--- src/rtl/div_unit_pkg.sv ---
// Shared definitions for the serial signed divider: widths, state encodings
// and the most-negative operand value.
package div_unit_pkg;

   localparam int DIV_WIDTH = 32;
   localparam int CNT_W     = 6;

   localparam logic [DIV_WIDTH-1:0] INT_MIN = 32'h8000_0000;

   typedef enum logic [1:0] {
      ST_IDLE = 2'd0,
      ST_RUN  = 2'd1,
      ST_DONE = 2'd2
   } div_state_e;

endpackage

--- src/rtl/div_unit_twos_negate.sv ---
// Combinational two's complement negation: bitwise NOT followed by increment.
module div_unit_twos_negate #(
   parameter int WIDTH = 32
) (
   input  logic [WIDTH-1:0] x,
   output logic [WIDTH-1:0] y
);

   logic [WIDTH-1:0] inv_s;

   assign inv_s = ~x;
   assign y     = inv_s + {{(WIDTH-1){1'b0}}, 1'b1};

endmodule

--- src/rtl/div_unit.sv ---
// Multi-cycle signed divider: restoring algorithm on magnitudes, one quotient
// bit per clock, signs reapplied when the last bit is produced.
module div_unit
   import div_unit_pkg::*;
#(
   parameter int WIDTH = DIV_WIDTH
) (
   input  logic             clock,
   input  logic             reset,
   input  logic             ctrl_div,
   input  logic [WIDTH-1:0] data_operandA,
   input  logic [WIDTH-1:0] data_operandB,
   output logic [WIDTH-1:0] data_result,
   output logic [WIDTH-1:0] data_remainder,
   output logic             data_exception,
   output logic             data_resultRDY,
   output logic             busy
);

   localparam logic [WIDTH-1:0] MIN_NEG   = INT_MIN[DIV_WIDTH-1 -: WIDTH];
   localparam logic [CNT_W-1:0] LAST_ITER = CNT_W'(WIDTH - 1);

   div_state_e       state_q, state_d;
   logic [CNT_W-1:0] cnt_q, cnt_d;
   logic             sign_a_q, sign_a_d;
   logic             sign_b_q, sign_b_d;
   logic [WIDTH-1:0] mag_b_q, mag_b_d;
   // R stays below |B| after each step, so its always-zero top bit is not stored.
   logic [WIDTH-1:0] r_q, r_d;
   logic [WIDTH-1:0] q_q, q_d;
   logic [WIDTH-1:0] result_q, result_d;
   logic [WIDTH-1:0] remainder_q, remainder_d;
   logic             exc_q, exc_d;
   logic             rdy_q, rdy_d;

   logic [WIDTH:0]   shifted_s;
   logic [WIDTH:0]   trial_s;
   logic [WIDTH-1:0] r_nx_s, q_nx_s;
   logic [WIDTH-1:0] neg_a_in_s, neg_a_s, neg_b_s, neg_r_s;
   logic [WIDTH-1:0] mag_a_s, mag_b_s;
   logic             div_zero_s, ovf_s;

   // Operand A and the final quotient never need negating in the same cycle.
   assign neg_a_in_s = ctrl_div ? data_operandA : q_nx_s;

   div_unit_twos_negate #(.WIDTH(WIDTH)) u_neg_aq (.x(neg_a_in_s),    .y(neg_a_s));
   div_unit_twos_negate #(.WIDTH(WIDTH)) u_neg_b  (.x(data_operandB), .y(neg_b_s));
   div_unit_twos_negate #(.WIDTH(WIDTH)) u_neg_r  (.x(r_nx_s),        .y(neg_r_s));

   assign mag_a_s    = data_operandA[WIDTH-1] ? neg_a_s : data_operandA;
   assign mag_b_s    = data_operandB[WIDTH-1] ? neg_b_s : data_operandB;
   assign div_zero_s = (data_operandB == {WIDTH{1'b0}});
   assign ovf_s      = (data_operandA == MIN_NEG) && (data_operandB == {WIDTH{1'b1}});

   // One restoring step: shift {R,Q}, trial-subtract |B|, keep or restore.
   always_comb begin
      shifted_s = {r_q, q_q[WIDTH-1]};
      trial_s   = shifted_s - {1'b0, mag_b_q};
      if (!trial_s[WIDTH]) begin
         r_nx_s = trial_s[WIDTH-1:0];
         q_nx_s = {q_q[WIDTH-2:0], 1'b1};
      end else begin
         r_nx_s = shifted_s[WIDTH-1:0];
         q_nx_s = {q_q[WIDTH-2:0], 1'b0};
      end
   end

   // Next-state and next-output logic; a start pulse overrides any state.
   always_comb begin
      state_d     = state_q;
      cnt_d       = cnt_q;
      sign_a_d    = sign_a_q;
      sign_b_d    = sign_b_q;
      mag_b_d     = mag_b_q;
      r_d         = r_q;
      q_d         = q_q;
      result_d    = result_q;
      remainder_d = remainder_q;
      exc_d       = exc_q;
      rdy_d       = 1'b0;
      if (ctrl_div) begin
         sign_a_d = data_operandA[WIDTH-1];
         sign_b_d = data_operandB[WIDTH-1];
         mag_b_d  = mag_b_s;
         r_d      = {WIDTH{1'b0}};
         cnt_d    = {CNT_W{1'b0}};
         exc_d    = 1'b0;
         if (div_zero_s) begin
            state_d = ST_DONE;
            q_d     = {WIDTH{1'b0}};
         end else if (ovf_s) begin
            state_d = ST_DONE;
            q_d     = MIN_NEG;
         end else begin
            state_d = ST_RUN;
            q_d     = mag_a_s;
         end
      end else begin
         case (state_q)
            ST_IDLE: begin
               state_d = ST_IDLE;
            end
            ST_RUN: begin
               r_d   = r_nx_s;
               q_d   = q_nx_s;
               cnt_d = cnt_q + CNT_W'(1);
               if (cnt_q == LAST_ITER) begin
                  state_d     = ST_DONE;
                  rdy_d       = 1'b1;
                  result_d    = (sign_a_q ^ sign_b_q) ? neg_a_s : q_nx_s;
                  remainder_d = sign_a_q ? neg_r_s : r_nx_s;
               end else begin
                  state_d = ST_RUN;
               end
            end
            ST_DONE: begin
               // Entering DONE without a ready pulse means an exception start.
               if (rdy_q) begin
                  state_d = ST_IDLE;
               end else begin
                  state_d     = ST_DONE;
                  rdy_d       = 1'b1;
                  exc_d       = 1'b1;
                  result_d    = q_q;
                  remainder_d = r_q;
               end
            end
            default: begin
               state_d = ST_IDLE;
            end
         endcase
      end
   end

   // State and output registers.
   always_ff @(posedge clock or posedge reset) begin
      if (reset) begin
         state_q     <= ST_IDLE;
         cnt_q       <= {CNT_W{1'b0}};
         sign_a_q    <= 1'b0;
         sign_b_q    <= 1'b0;
         mag_b_q     <= {WIDTH{1'b0}};
         r_q         <= {WIDTH{1'b0}};
         q_q         <= {WIDTH{1'b0}};
         result_q    <= {WIDTH{1'b0}};
         remainder_q <= {WIDTH{1'b0}};
         exc_q       <= 1'b0;
         rdy_q       <= 1'b0;
      end else begin
         state_q     <= state_d;
         cnt_q       <= cnt_d;
         sign_a_q    <= sign_a_d;
         sign_b_q    <= sign_b_d;
         mag_b_q     <= mag_b_d;
         r_q         <= r_d;
         q_q         <= q_d;
         result_q    <= result_d;
         remainder_q <= remainder_d;
         exc_q       <= exc_d;
         rdy_q       <= rdy_d;
      end
   end

   assign data_result    = result_q;
   assign data_remainder = remainder_q;
   assign data_exception = exc_q;
   assign data_resultRDY = rdy_q;
   assign busy           = (state_q != ST_IDLE);

endmodule

--- config.mk ---
export PLATFORM = sky130hd
export DESIGN_NAME = div_unit
export DESIGN_NICKNAME = d
export VERILOG_FILES = /design/src/rtl/div_unit_pkg.sv /design/src/rtl/div_unit_twos_negate.sv /design/src/rtl/div_unit.sv
export SDC_FILE = /design/constraint.sdc
export NUM_CORES = 1
export LEC_CHECK = 0
export ABC_AREA = 0
export CORE_MARGIN = 2
export CORE_UTILIZATION = 45
export CTS_CLUSTER_SIZE = 30
export DETAILED_ROUTE_END_ITERATION = 6
export PLACE_DENSITY = 0.73
export SETUP_SLACK_MARGIN = 0.1
export SYNTH_ARGS = -nofsm -noshare
export SYNTH_HDL_FRONTEND = slang
export SYNTH_SLANG_ARGS = --single-unit
--- constraint.sdc ---
create_clock -name clock -period 11.9 [get_ports clock]
set_input_delay 2.38 -clock clock [delete_from_list [all_inputs] [get_ports clock]]
set_output_delay 2.38 -clock clock [all_outputs]
set_load 0.01 [all_outputs]
; ---- Word-level counts from Yosys, hierarchy flattened
; Index checks and enable logic that the tools add are counted.
[classes]
bitwise_logic = 5
n_addsub = 5
shifts = 0
magnitude_cmp = 0
n_eq_ne = 8
n_div = 0
n_mux = 34
multipliers = 0
reduce_logical = 8
[ops]
columns = op, count
row1 = $mux 32, 16
row2 = $pmux 32 s2, 2
row3 = $add 32x1->32 const B, 3
row4 = $not 32->32, 3
row5 = $eq 32x32->1 const B, 2
row6 = $sub 33x32->33, 1
row7 = $logic_not 32->1, 1
row8 = $mux 6, 2
row9 = $mux 2, 5
row10 = $reduce_bool 2->1, 4
row11 = $mux 1, 7
row12 = $add 6x1->6 const B, 1
row13 = $eq 6x5->1 const B, 1
row14 = $ne 2x2->1 const B, 3
row15 = $pmux 2 s2, 1
row16 = $reduce_and 4->1, 1
row17 = $eq 2x1->1 const B, 1
row18 = $eq 2x2->1 const B, 1
row19 = $pmux 1 s2, 1
row20 = $reduce_and 2->1, 1
row21 = $logic_and 1x1->1, 1
row22 = $not 1->1, 1
row23 = $xor 1x1->1, 1
[totals]
regBits = 172
n_memories = 0
output_inout_bits = 67
latchBits = 0
elab_cells = 71
input_bits = 67
mem_bits_rw = 0
rom_bits = 0

; ---- Depth between registers and ports, before layout
; Gate-level depths: netlist of run 1.
[depth]
depth_word = 9
mapped_depth = 23
mapped_depth_nobuf = 20

; ---- By module
; From an unflattened synthesis of run 1, not the netlist that was laid out.
[unflattened]
cells_unflattened = 1511
area_unflattened_um2 = 13083.8
[by_module_without_submodules]
columns = mod, cells_per_inst, n_inst, seq_area_each_um2, area_each_um2
row1 = div_unit, 1262, 1, 4304.1, 11173.2
row2 = div_unit_twos_negate, 83, 3, 0.0, 636.9

; ---- Worst setup path before layout of run 1
; No wires, ideal clock.
[synth_timing]
kind = input to register
from = input data_operandB[8]
to = register q_q[12]
required_ns = 11.781
cell_stages = 11
arrival_ns = 4.911
n_path_buf = 1
setup_time_ns = 0.119
setup_slack_ns = 6.870
cell_sequence = or4_4 nor4_4 nand2b_1 or3_1 or4_4 nor4_4 or2_1 buf_4 nor2_1 o32a_1 and2_1
[synth_via]
elab_chain_cells = 5
word_cells_on_any_way = 6
cone_classes = eq/ne (1) / mux (3) / reduce/logical (2)
[synth_lines]
columns = element, line
row1 = from (decl), div_unit.sv:12  ; input logic [WIDTH-1:0] data_operandB,
row2 = $eq 32x32->1, div_unit.sv:53  ; assign ovf_s = (data_operandA == MIN_NEG) && (data_operandB == {WIDTH{1'b1}});
row3 = $logic_and 1x1->1, div_unit.sv:53
row4 = $mux 32, div_unit.sv:91  ; end else if (ovf_s) begin
row5 = $mux 32 (*), div_unit.sv:88  ; if (div_zero_s) begin
row6 = $mux 32 (*), div_unit.sv:81  ; if (ctrl_div) begin
row7 = to (signal assigned), div_unit.sv:144  ; q_q <= {WIDTH{1'b0}};
row8 = to (signal assigned), div_unit.sv:156  ; q_q <= q_d;
row9 = to (decl), div_unit.sv:30  ; logic [WIDTH-1:0] q_q, q_d;
; Mark *: on every way between the ends. The rest lies on a longest branch, timed or not.
; A chain may end at the register's enable or synchronous reset.

; ---- Worst setup path after layout of run 1
[layout_timing]
from = input data_operandB[2]
to = register q_q[12]
; Same word-level chain as after synthesis.

==> results of run 1 <==
cell type report:
type,count,area (um^2),area share [%]
flip-flops and latches,172,4300,26.8
well taps,396,495,3.09
inverters,60,230,1.43
diodes,1,2.50,0.0156
repair buffers,151,1470,9.15
clock buffers,18,439,2.74
clock inverters,14,140,0.873
multi-input cells,1412,8970,55.9
cell usage in the layout, fill, tap and decap left out, types with 23 or more instances in the layout:
| cell type | synthesis | final |
|---|---|---|
| a211oi_1 | 41 | 41 |
| nand2_1 | 151 | 151 |
| clkdlybuf4s50_1 | 0 | 132 |
| mux2i_1 | 59 | 59 |
| xnor2_1 | 45 | 44 |
| inv_1 | 60 | 58 |
| or3_1 | 24 | 24 |
| nor3_1 | 42 | 42 |
| xor2_1 | 72 | 71 |
| nand4_1 | 24 | 24 |
| ha_1 | 39 | 37 |
| o211ai_1 | 23 | 23 |
| dfrtp_1 | 172 | 172 |
| nor2_1 | 215 | 214 |
| a31oi_1 | 27 | 27 |
| nand3_1 | 30 | 30 |
| o21ai_0 | 135 | 135 |
| a21oi_1 | 164 | 163 |
worst paths after layout:
| path | depth (start not counted) | slack (ps) | to |
|---|---|---|---|
| worst max-delay path | 13 | 6160 | q_q[12] |
| max in group asynchronous | 3 | 7890 | state_q[0] |
| min in group asynchronous | 2 | 2570 | cnt_q[3] |
| worst min-delay path | 2 | 480 | data_remainder[4] |
| worst min register to register | 2 | 480 | data_remainder[4] |
| worst max register to register | 16 | 6380 | data_remainder[26] |
per-layer routing:
metal / up-vias / track usage (%) / wire (um)
met5: - / 0 / 0
met4: 0 / 9.58 / 1310
met1: 6718 / 39.7 / 20200
met3: 96 / 4.75 / 3940
li1: 6535 / - / -
met2: 691 / 42.6 / 20300
sequential cells by signal, indices dropped and copies added (netlist names):
| register | cells |
|---|---|
| sign_a_q | 1 |
| data_remainder | 32 |
| cnt_q | 6 |
| r_q | 32 |
| data_exception | 1 |
| sign_b_q | 1 |
| data_resultRDY | 1 |
| q_q | 32 |
| state_q | 2 |
| data_result | 32 |
| mag_b_q | 32 |
report_power, final:
group	total, uW	internal (uW)	switching [uW]
registers	843	712	131
clock network	575	286	289
logic	1170	500	673
total	2590	1500	1090
synthesized netlist by cell type, types with 16 or more instances:
library cell	number	area, um^2
a31oi_1	27	169
nor2_1	215	807
nor4_1	21	131
nand2_1	151	567
ha_1	39	488
nand4_1	24	150
buf_2	25	125
clkbuf_1	78	293
a21o_1	16	120
o22ai_1	21	131
mux2i_1	59	591
or3_1	24	150
o21a_1	21	158
xor2_1	72	631
dfrtp_1	172	4300
xnor2_1	45	394
a21oi_1	164	821
o211ai_1	23	173
a211oi_1	41	308
inv_1	60	225
nand3_1	30	150
o21ai_0	135	676
and3_1	19	119
nor3_1	42	210
logic make-up (layout without fill, tap and decap cells):
family | count (synthesis) | in the layout | share of synthesized area (%)
mux | 68 | 68 | 5.02
compound gates | 579 | 579 | 26.4
flops | 172 | 172 | 30.7
other cells | 0 | 1 | 0
buf+inv | 184 | 243 | 5.64
simple gates | 608 | 608 | 21.2
xor+xnor | 117 | 117 | 7.32
fa+ha+maj | 40 | 40 | 3.63
stage by stage:
step                      setup slack (ps)  area (um^2)  cells  utilization [%]  hold slack, ps
after detailed placement              5760        15500   2191             50.6             472
after CTS                             6210        16000   2223             52.5             490
after global routing                  5860        16000   2224             52.5             509
after floorplan                       4860        14000   1768                -             487
final                                 6160        16000   2224             52.5             484
after global placement                5850        15500   2191             50.6             464
critical path, cell delays in order:
cell             delay (ps)
clkdlybuf4s50_1         550
nor4_1                  440
nand2b_1                120
nor2_1                  140
nand2_1                 170
or3_1                   450
or4_4                   490
nor4_4                  270
or2_1                   140
buf_4                   370
nor2_1                  100
o32a_1                  290
and2_1                  150
==> flow_summary.toml, run 1 <==
[clock_tree]
ctsLongestPathBuffers = 2
postCtsSetupBuffers = 0
clock_sinks = 172
cts.clk_slew.worst_paths_ps = 80
cts_hold_buf = 0
clk-insertion-delay-late_ps = 450
cts_tree = "done"
ctsResizeCount = 0
cts_root_buffer = "clkbuf_16"
htree_levels = 4
cts_buffers = 17

[critical_path]
cp.arrival_ps = 6080
rr_startpoint = "r_q[4]"
critPathLaunchType = "primary input"
crit_type = "in2reg"
cp_max_fo = 35
cp.required_ps = 12240
endpoint_kind = "flip-flop"
cp-startpoint = "data_operandB[2]"

[die]
core_area_um2 = 30600
dieWidth_um = 180
die_y_um = 180
ios = 134
die_area_um2 = 32600
start_util_pct = 45.8
num_rows = 64

[job]
cap_violations = 0

[worst_hold_path]
hp-class = "reg2reg"
worstHoldStart = "data_remainder[4]"

[routing]
post-route-drc-count = 0
wl_per_cell_um = 20.6
postRouteAntennaNets = 0
drtIter0Drc = 1755
drt-pass1-iter-count = 6
num_vias = 14000
drt_wl_total_um = 45800
viasPerCell = 6.31

[power_and_ir_drop]
power_density_nw_per_um2 = 161
ir_drop_mv = 0.106
power.total_uw = 2590
p_leak_uw = 0.00654

[sta]
hold_viol_final = 0
finalCritPeriodShare_pct = 48.2
final_max_slew_viol_count = 0
finalSetupTns_ps = 0
max_freq_mhz = 174
min_period_ps = 5740
relSlewSlack_pct = 20.3
skew_ps = 17.0
setup_viol = 0
tightest_slew_ps = 1200
rsz0062_at_grt = "false"

[synth]
ys_types = 93
async_flop_share_pct = 100
synth-edff-count = 0
netlist_area_um2 = 14000
synth_ff_type = "dfrtp_1"
ys_seq_area_share_pct = 30.7
syn_nets = 1875
ys_seq_elements = 172
syn_area_per_cell_um2 = 7.92
ys.warnings.count = 0
netlist_instances = 1768

[place]
io_buffers = 133
dp_hpwl_um = 32400
gp_congestion = 0.953

[global_route]
grt_pass1_vias = 13200
grt_max_degree = 109
grt_usage_pct = 27.8
grt_first_pass_wirelength_um = 73600
antenna_found_initial = 1
overflow = 0

[final_layout]
fillCellCount = 2885
fin_nets = 1921
drive_gt1_share_pct = 5.75
syn_to_final_growth_pct = 14.6

[run_status]
status = "completed"
No activity file was read; power rests on OpenSTA's default activity.
==> run 2: changes to the inputs <==
==> constraint.sdc (replaced) <==
create_clock -name clock -period 5.56 [get_ports clock]
set_input_delay 1.112 -clock clock [delete_from_list [all_inputs] [get_ports clock]]
set_output_delay 1.112 -clock clock [all_outputs]
set_load 0.01 [all_outputs]
==> flow_summary.toml, run 2 (synthesized netlist as in run 1, its figures left out) <==
[critical_path]
cp.arrival_ps = 5450
cp_top_family = "compound AO/OA/AOI/OAI gates"
cp.required_ps = 5900
endpoint_kind = "flip-flop"
crit_chain = "ha_1, a21oi_2, o21ai_1, a221o_1, or3_1, o211ai_4, mux2i_1, ha_1, nand2_1, or3_1, nor4b_2, a31oi_1, a2111oi_2, or3_1, a21oi_1, o22a_1"
rr_startpoint = "r_q[24]"
crit_buf_inv = 0
cp-startpoint = "r_q[24]"
crit_type = "reg2reg"
critPathMaxStageDelay_ps = 470
cpMaxStageDelayCell = "dfrtp_1"
cp_num_cells = 16
reg2reg_depth = 16
crit_path_frequent_cell = "or3_1"
critPathLaunchType = "flip-flop"
cp_max_fo = 12

[sta]
relSlewSlack_pct = 15.7
final_max_slew_viol_count = 0
finalCritPeriodShare_pct = 91.9
setup_viol = 0
holdWs_ps = 485
finalSetupTns_ps = 0
rsz0062_at_grt = "false"
skew_ps = 16.2
tightest_slew_ps = 1260
min_period_ps = 5110
max_freq_mhz = 196
hold_viol_final = 0

[job]
cap_violations = 0

[die]
die_y_um = 180
core_area_um2 = 30600
start_util_pct = 45.8
die_area_um2 = 32600
num_rows = 64
ios = 134
dieWidth_um = 180

[final_layout]
fin_nets = 1933
final_cell_mix = "nor2_1 (214), dfrtp_1 (172), a21oi_1 (163)"
mostFrequentLayoutCell = "nor2_1"
register_area_um2 = 4300
drive_gt1_share_pct = 6.42
syn_to_final_growth_pct = 15.4
multiInputGateArea_um2 = 8980
diodes = 0
fillCellCount = 2855

[clock_tree]
htree_levels = 4
clk-insertion-delay-late_ps = 450
clock_sinks = 172
cts_tree = "done"
cts_root_buffer = "clkbuf_16"
cts.clk_slew.worst_paths_ps = 80
cts_buffers = 17
ctsLongestPathBuffers = 2

[global_route]
grt_usage_pct = 29.0
grt_first_pass_wirelength_um = 76000
overflow = 0
grt_max_degree = 146
grt_pass1_vias = 13300
antenna_found_initial = 0

[routing]
post-route-drc-count = 0
postRouteAntennaNets = 0
drt_wl_total_um = 47900
wl_per_cell_um = 21.4
viasPerCell = 6.32
drtIter0Drc = 1827
num_vias = 14100
drt-pass1-iter-count = 7

[power_and_ir_drop]
power_density_nw_per_um2 = 349
ir_drop_mv = 0.205
p_leak_uw = 0.00660

[place]
dp_hpwl_um = 33800
io_buffers = 133
gp_congestion = 0.936

[run_status]
status = "completed"

[worst_hold_path]
hold_depth = 2
worstHoldStart = "data_remainder[24]"
hp-class = "reg2reg"
[run 2: cell count changes in the layout (fill, tap and decap cells not counted), sizes merged]
cell,before,now
inv,69,64
bufinv,0,2
buf,19,31
clkinvlp,0,1
clkinv,5,6
diode,1,0
[run 2: tightest hold or removal path, stage by stage (launching register included)]
cell and delay [ps]:
dfrtp_1 350, nand2_1 50, nand3_1 60
[run 2: final timing paths]
kind,end,slack [ps]
setup / recovery,data_remainder[26],450
hold / removal,data_remainder[24],490
setup reg to reg,data_remainder[26],450
hold reg to reg,data_remainder[24],490
max in group asynchronous,q_q[4],3120
min in group asynchronous,data_result[18],1140
[run 2: repair_timing]
| item | in CTS | in global routing |
|---|---|---|
| endpoints found under the setup margin | 0 | 3 |
| hold buffers | 0 | 0 |
| resized for setup | 0 | 3 |
| endpoints found under the hold margin | 0 | 0 |
| buffers inserted | 0 | 0 |
[run 2: per-stage QoR]
step | cell area (um^2) | utilization, % | setup WS, ps | cells | power, uW
after floorplan | 14000 | - | 765 | 1768 | 3370
after detailed placement | 15600 | 50.9 | 366 | 2203 | 4340
final | 16200 | 52.8 | 450 | 2234 | 5640
after global placement | 15600 | 50.9 | 589 | 2203 | 4310
after global routing | 16200 | 52.8 | 115 | 2234 | 5960
after CTS | 16200 | 52.8 | 311 | 2234 | 5600
[run 2: where the power goes]
group	total, uW	switching [uW]	leakage (uW)	internal (uW)
logic	2590	1490	0.00422	1100
clock network	1250	578	0.000291	674
registers	1790	270	0.00209	1520
total	5640	2340	0.00660	3300
[run 2: final cells by class]
type | count | area share, %
tap | 396 | 3.07
sequential | 172 | 26.6
multi-input combinational | 1412 | 55.6
clock inverter | 13 | 0.967
inverter | 60 | 1.42
clock buffer | 18 | 2.65
timing repair buffer | 163 | 9.71
[run 2: routing by layer]
metal	share of wire, %	vias to the layer above	routed length, um	GRT usage [%]
li1	-	6562	-	-
met1	44	6772	21000	40.4
met2	45	707	21500	45.1
met3	9.0	82	4290	6.45
met4	2.2	0	1070	8.42
met5	0	-	0	0
